### src/rtl/key_press_ctrl.sv
// Key press classifier: turns debounced press/release pulses into short, long
// and double press events, and keeps a 2-bit LED mode that those events drive.
module key_press_ctrl #(
  parameter int LONG_CNT = 50_000_000,
  parameter int DCLK_CNT = 15_000_000
) (
  input  logic       clk,
  input  logic       rst,
  input  logic       pos_edge,
  input  logic       neg_edge,
  output logic       short_press,
  output logic       long_press,
  output logic       double_press,
  output logic [1:0] led,
  output logic       busy,
  output logic [2:0] state_dbg
);

  typedef enum logic [2:0] {
    IDLE      = 3'd0,
    PRESSED   = 3'd1,
    WAIT_2ND  = 3'd2,
    PRESSED_2 = 3'd3,
    LONG_HELD = 3'd4
  } state_t;

  localparam logic [25:0] LONG_LAST = 26'(LONG_CNT - 1);
  localparam logic [25:0] DCLK_LAST = 26'(DCLK_CNT - 1);

  state_t      state, state_n;
  logic [25:0] cnt, cnt_n;
  logic        short_n, long_n, double_n;
  logic [1:0]  led_n;
  logic        press_ev, rel_ev;

  // Simultaneous press and release pulses cancel out and count as no event.
  assign press_ev = neg_edge & ~pos_edge;
  assign rel_ev   = pos_edge & ~neg_edge;

  always_comb begin
    state_n  = state;
    cnt_n    = cnt;
    short_n  = 1'b0;
    long_n   = 1'b0;
    double_n = 1'b0;
    case (state)
      IDLE: begin
        cnt_n = '0;
        if (press_ev) state_n = PRESSED;
      end
      PRESSED: begin
        if (rel_ev) begin
          state_n = WAIT_2ND;
          cnt_n   = '0;
        end else if (cnt == LONG_LAST) begin
          state_n = LONG_HELD;
          long_n  = 1'b1;
        end else begin
          cnt_n = cnt + 26'd1;
        end
      end
      WAIT_2ND: begin
        if (press_ev) begin
          state_n = PRESSED_2;
          cnt_n   = '0;
        end else if (cnt == DCLK_LAST) begin
          state_n = IDLE;
          cnt_n   = '0;
          short_n = 1'b1;
        end else begin
          cnt_n = cnt + 26'd1;
        end
      end
      PRESSED_2: begin
        // A second press held long enough becomes a long press; the double is dropped.
        if (rel_ev) begin
          state_n  = IDLE;
          cnt_n    = '0;
          double_n = 1'b1;
        end else if (cnt == LONG_LAST) begin
          state_n = LONG_HELD;
          long_n  = 1'b1;
        end else begin
          cnt_n = cnt + 26'd1;
        end
      end
      LONG_HELD: begin
        if (rel_ev) begin
          state_n = IDLE;
          cnt_n   = '0;
        end
      end
      default: begin
        state_n = IDLE;
        cnt_n   = '0;
      end
    endcase
  end

  always_comb begin
    led_n = led;
    if (short_n)  led_n = led ^ 2'b01;
    if (long_n)   led_n = led ^ 2'b10;
    if (double_n) led_n = (led == 2'b00) ? 2'b11 : 2'b00;
  end

  always_ff @(posedge clk) begin
    if (rst) begin
      state        <= IDLE;
      cnt          <= '0;
      short_press  <= 1'b0;
      long_press   <= 1'b0;
      double_press <= 1'b0;
      led          <= 2'b00;
    end else begin
      state        <= state_n;
      cnt          <= cnt_n;
      short_press  <= short_n;
      long_press   <= long_n;
      double_press <= double_n;
      led          <= led_n;
    end
  end

  assign busy      = (state != IDLE);
  assign state_dbg = state;

endmodule

### config.mk
export PLATFORM = sky130hd
export DESIGN_NAME = key_press_ctrl
export DESIGN_NICKNAME = d
export VERILOG_FILES = /design/src/rtl/key_press_ctrl.sv
export SDC_FILE = /design/constraint.sdc
export NUM_CORES = 1
export LEC_CHECK = 0
export ABC_AREA = 1
export CAP_MARGIN = 20
export CORE_MARGIN = 8
export CORE_UTILIZATION = 55
export CTS_BUF_LIST = sky130_fd_sc_hd__clkbuf_8
export DETAILED_ROUTE_END_ITERATION = 8
export HOLD_SLACK_MARGIN = 0.03
export PLACE_DENSITY = 0.75
export SYNTH_ARGS = -nofsm -noshare
export SYNTH_HDL_FRONTEND = slang
export SYNTH_SLANG_ARGS = --single-unit
### constraint.sdc
create_clock -name clk -period 2 [get_ports clk]
set_input_delay 0.3 -clock clk [delete_from_list [all_inputs] [get_ports clk]]
set_output_delay 0.3 -clock clk [all_outputs]
set_load 0.005 [all_outputs]
==> results.cfg, run 1 <==
[detailed_routing]
drc = 0
via_count = 2394
dr.pass1.iters = 5
drtAntennaViolNets = 0
wirelength_mm = 5.817
drtIter0Drc = 228
via_per_inst = 5.392
wl_per_cell_um = 13.10

[setup_path]
criticalPathCategory = reg2reg
worst_setup_path_end_kind = flop
start_kind = flop
slowest_stage = dfxtp_1
crit_family = simple AND/OR/NAND/NOR gates
crit_fanout = 4
cp_num_buf_inv = 2
critPathRequiredTime_ns = 2.18
crit_arrival_ns = 2.02
cpMostUsedCell = nand2_1
cp.depth = 11
max_stage_delay_ns = 0.36
path_cells = ha_2, nand2_1, inv_1, nand3_1, nor2_1, nand3_2, nand2_1, nand2_1, buf_4, a21oi_1, nor2_1
r2r.worst_path.cells = 11

[final_layout]
nNetsFinal = 402
layout_commonest_cell = nand2_1
layout_common_cells = nand2_1, nor2_1, inv_1
final_cell_area_um2 = 2519
syn2layout_area_growth_pct = 16.63
final_util_pct = 67.78
drive_gt1_share_pct = 10.35
antenna_cells = 0
fillCellCount = 381

[floorplan]
core-area_um2 = 3716
start_util_pct = 58.11
rows = 22
fp.dieW_um = 78.66
die-area_um2 = 6187
chipHeight_um = 78.66
ioPinCount = 13

[run]
maxCapViolCount = 0

[sta]
layout_setup_ws_ns = 0.1678
maxSlewViolCount = 0
hold_viol = 0
tns_ns = 0
final-setup-viol-count = 0
slew_headroom_pct = 76.70
rsz0062_at_grt = false
fin_crit_sh_pct = 91.61
tightest_slew_ns = 0.3468
max_freq_mhz = 545.8
period_needed_ns = 1.832
clock_skew_ns = 0.008327

[synth]
netlist_area_um2 = 2160
syn_avg_cell_area_um2 = 5.852
yosysWarnings = 0
syn-num-nets = 374
async_flop_share_pct = 0
synth-main-ff-cell = dfxtp_1
ys_types = 27
synth_seq_cells = 34
synth_edf_count = 0
ys_seq_area_share_pct = 31.52
syn_inst = 369

[clocking]
post_cts_buffers = 0
cts.sinks = 34
clk_latency_ns = 0.29
cts_tree = done
ctsLongestPathBuffers = 2
cts_buffers = 5
htree_levels = 2
path_clk_slew_ns = 0.07
clockRootBuffer = clkbuf_8

[placed_design]
gp_congestion = 0.9561
dp_hpwl_mm = 4.519
place_area_um2 = 2410
port_buffers = 12
dp_slack_ns = 0.05636

[grt]
antenna_found_initial = 0
grt_remaining_overflow = 0
grt_max_degree = 19
grt_usage_pct = 19.55
grt_pass1_vias = 2173
grt_pass1_wl_mm = 9.894

[min_path]
hold_class = reg2reg
hold_path_depth = 2

[pwr]
p_per_area_nw_per_um2 = 520.9
ir_drop_mv = 0.3504
p_leak_nw = 0.9940

[status]
outcome = finished, final reports clean
==> state kept, by name (all words and copies together), names as in the netlist <==
name          cells
cnt              26
state_dbg         3
led               2
double_press      1
long_press        1
short_press       1
==> power by group <==
group	leakage [nW]	internal [W]	switching (W)
Sequential	0.274	0.000683	0.00000625
Clock	0.0431	0.000266	0.000245
Combinational	0.676	0.0000452	0.0000676
Total	0.994	0.000993	0.000319
==> worst register-to-register path, stage by stage (launching register included) <==
cell and delay, ns:
dfxtp_1 0.36, ha_2 0.21, nand2_1 0.07, inv_1 0.11
nand3_1 0.15, nor2_1 0.15, nand3_2 0.12, nand2_1 0.10
nand2_1 0.08, buf_4 0.15, a21oi_1 0.16, nor2_1 0.07
==> cell type report <==
class	count	area [µm²]	area share [%]
inverters	50	190.2	7.551
multi-input cells	281	1286	51.07
well taps	48	60.06	2.384
clock buffers	6	82.58	3.279
flip-flops and latches	34	681.9	27.07
repair buffers	25	217.7	8.644
==> layer usage <==
metal  vias up  global-route usage, %  wire (µm)
met2        93                  31.90       2686
met3        17                  4.784        361
met1      1057                  24.30       2649
met5         -                      0          0
li1       1227                      -          -
met4         0                  7.037        121
==> cell usage after synthesis, types with 2 or more instances <==
master / count / share of area (%)
a21oi_1: 9 / 2.1
a31oi_1: 4 / 1.2
dfxtp_1: 34 / 32
inv_1: 47 / 8.2
inv_2: 2 / 0.35
nand2_1: 107 / 19
nand2_2: 2 / 0.58
nand3_1: 25 / 5.8
nand3_2: 2 / 0.93
nand4_1: 21 / 6.1
nor2_1: 80 / 14
nor2_2: 4 / 1.2
nor2_4: 2 / 1.0
nor3_1: 7 / 1.6
o21ai_0: 10 / 2.3
o21bai_1: 2 / 0.70
==> metrics by stage <==
step                instances  total power [W]  hold WS [ns]
global route              444         0.001358        0.5246
CTS                       444         0.001313        0.4851
detailed placement        438        0.0008113        0.4743
global placement          438        0.0008114        0.4698
finish                    444         0.001312        0.4996
floorplan                 369        0.0007621        0.4559
==> path summary, 6_finish.rpt <==
kind | from | endpoint | slack [ns]
setup reg to reg | cnt[1]$_SDFFE_PP0P_ | cnt[15]$_SDFFE_PP0P_ | 0.17
hold reg to reg | cnt[1]$_SDFFE_PP0P_ | cnt[1]$_SDFFE_PP0P_ | 0.50
hold / removal | cnt[1]$_SDFFE_PP0P_ | cnt[1]$_SDFFE_PP0P_ | 0.50
setup / recovery | cnt[1]$_SDFFE_PP0P_ | cnt[15]$_SDFFE_PP0P_ | 0.17
==> kinds of logic after synthesis <==
kind of cell,count (synthesis),share of synthesized area (%)
adder cells (fa/ha/maj),1,0.5793
flip-flops,34,31.52
buffers and inverters,54,10.08
AND/OR/NAND/NOR,253,50.81
XOR/XNOR,1,0.4056
AO/OA/AOI/OAI,26,6.605
==> repair_timing <==
item | in CTS | in global routing
hold buffers | 0 | 0
endpoints found under the setup margin | 0 | 22
resized for setup | 0 | 8
Note: power is estimated with default switching activity, not from simulation.
==> inputs of run 2 (changes only) <==
- DONT_BUFFER_PORTS: default -> 1
- PLACE_DENSITY: 0.75 -> 0.7
- clock period: 2 -> 1.69 ns (I/O delays scaled with it)
==> run 2 against run 1 <==
Net effect:
- critical path depth up 3
- the run now ends with setup timing left
- setup slack worse by 0.18 ns
- clock skew about the same
- hold slack worse by 0.48 ns
- sequential share of layout area down 4.0 points
- die area unchanged
- count of clock-buffer cells in the layout unchanged
- critical path type unchanged
- sequential cell count unchanged
- register-to-register slack worse by 0.18 ns
- cell count up 10%
- power up 22%
==> results.cfg, run 2 (same netlist as run 1, synthesis figures left out) <==
[detailed_routing]
drc = 0
dr.pass1.iters = 5
via_count = 2763
drtAntennaViolNets = 0
via_per_inst = 5.650
wirelength_mm = 7.330
drtIter0Drc = 278
wl_per_cell_um = 14.99

[clocking]
ctsLongestPathBuffers = 2
htree_levels = 2
cts_buffers = 5
path_clk_slew_ns = 0.07
holdBufCountCts = 1
clk_latency_ns = 0.30
cts.sinks = 34
clockRootBuffer = clkbuf_8
cts_tree = done

[setup_path]
rrSetupSlack_ns = -0.01
cp_num_buf_inv = 6
cpMostUsedCell = buf_4
start_kind = flop
crit_arrival_ns = 1.90
slowest_stage = dfxtp_2
critPathRequiredTime_ns = 1.89
crit_family = simple AND/OR/NAND/NOR gates
r2r.worst_path.cells = 14
r2r-start = cnt[1]$_SDFFE_PP0P_
crit_fanout = 3
path_cells = ha_4, nand2_4, inv_2, nand3_2, nor2_2, nand3_2, nand2_2, buf_4, buf_4, buf_4, buf_4, nand2_1, nand2_1, inv_1
worst_setup_path_end_kind = flop
criticalPathCategory = reg2reg
r2r-end = state_dbg[1]$_SDFFE_PP0P_
max_stage_delay_ns = 0.36

[floorplan]
fp.dieW_um = 78.66
ioPinCount = 13
rows = 22
chipHeight_um = 78.66
core-area_um2 = 3716
die-area_um2 = 6187
start_util_pct = 58.11

[grt]
grt_usage_pct = 22.58
antenna_found_initial = 0
grt_pass1_vias = 2505
grt_max_degree = 16
grt_pass1_wl_mm = 11.34
grt_remaining_overflow = 0

[sta]
maxSlewViolCount = 0
clock_skew_ns = 0.008644
tightest_slew_ns = 0.3303
layout_setup_ws_ns = -0.01170
hold_ws_ns = 0.01876
max_freq_mhz = 587.6
final-setup-viol-count = 1
period_needed_ns = 1.702
rsz0062_at_grt = true
slew_headroom_pct = 77.96
fin_crit_sh_pct = 100.7
hold_viol = 0

[min_path]
min_to = cnt[12]$_SDFFE_PP0P_
holdCritStartpoint = rst
hold_class = in2reg
hold_path_depth = 1

[final_layout]
antenna_cells = 0
layout.cells.non_filler = 489
largest_reg_flops = 26
drive_gt1_share_pct = 32.88
regMostFlops = cnt
multi_input_area_um2 = 1463
regArea_um2 = 706.9
layout_commonest_cell = nand2_1
layout_common_cells = nand2_1, buf_4, nor2_1
fillCellCount = 262
syn2layout_area_growth_pct = 41.77
nNetsFinal = 445

[status]
outcome = finished, violations left
violations = setup timing

[placed_design]
dp.cells = 470
gp_congestion = 0.9699
port_buffers = 0
dp_hpwl_mm = 5.029

[pwr]
p_leak_nw = 1.276
ir_drop_mv = 0.3968
p_total_w = 0.001603
p_per_area_nw_per_um2 = 523.6

[run]
maxCapViolCount = 0
[run 2: worst register-to-register path: stages (launching register included)]
cell	delay [ns]
dfxtp_2	0.36
ha_4	0.16
nand2_4	0.05
inv_2	0.09
nand3_2	0.10
nor2_2	0.12
nand3_2	0.11
nand2_2	0.10
buf_4	0.10
buf_4	0.09
buf_4	0.09
buf_4	0.09
nand2_1	0.04
nand2_1	0.06
inv_1	0.04
[run 2: area by class of cell]
type                       instances  area share [%]
sequential                        34           23.09
multi-input combinational        281           47.77
inverter                          50           6.293
timing repair buffer              68           17.90
clock inverter                     2          0.2861
clock buffer                       6           2.697
tap                               48           1.962
[run 2: worst max path at each step]
| stage | from | end | slack (ns) | cells past startpoint |
|---|---|---|---|---|
| 2_1_floorplan | cnt[0]$_SDFFE_PP0P_ | cnt[0]$_SDFFE_PP0P_ | 0.09 | 10 |
| 3_3_place_gp | cnt[0]$_SDFFE_PP0P_ | cnt[0]$_SDFFE_PP0P_ | -0.06 | 10 |
| 3_5_place_dp | cnt[0]$_SDFFE_PP0P_ | cnt[13]$_SDFFE_PP0P_ | -0.13 | 10 |
| 4_1_cts | cnt[0]$_SDFFE_PP0P_ | cnt[1]$_SDFFE_PP0P_ | -0.0008 | 11 |
| 5_1_grt | cnt[6]$_SDFFE_PP0P_ | cnt[19]$_SDFFE_PP0P_ | -0.14 | 10 |
| 6_report | cnt[1]$_SDFFE_PP0P_ | state_dbg[1]$_SDFFE_PP0P_ | -0.01 | 14 |
[run 2: what timing repair did]
action | in CTS | in global routing
endpoints found under the setup margin | 25 | 31
pin swaps | 2 | 20
endpoints found under the hold margin | 6 | 9
cloned | 0 | 0
gates resized for setup | 18 | 66
setup buffers | 5 | 6
[run 2: routing by layer]
layer | up-vias | GRT usage [%] | part of all wire [%]
met2 | 167 | 37.20 | 47
met3 | 28 | 5.239 | 9.7
met5 | - | 0 | 0
met1 | 1250 | 27.27 | 40
li1 | 1318 | - | -
met4 | 0 | 10.00 | 2.7
[run 2: per-stage QoR]
| step | cell area, µm² | TNS [ns] | setup WS [ns] | utilization, % |
|---|---|---|---|---|
| 6_report | 3062 | -0.01170 | -0.01170 | 82.39 |
| 5_1_grt | 3062 | -1.327 | -0.1366 | 82.39 |
| 4_1_cts | 2809 | -0.0007858 | -0.0007858 | 75.59 |
| 3_5_place_dp | 2620 | -1.972 | -0.1269 | 70.51 |
| 3_3_place_gp | 2620 | -0.6832 | -0.05514 | 70.51 |
| 2_1_floorplan | 2160 | 0 | 0.09350 | - |
[run 2: where the power goes]
group | switching, W | internal, W | total [W]
clock network | 0.000327 | 0.000323 | 0.000650
registers | 0.00000634 | 0.000802 | 0.000809
logic | 0.0000880 | 0.0000560 | 0.000144
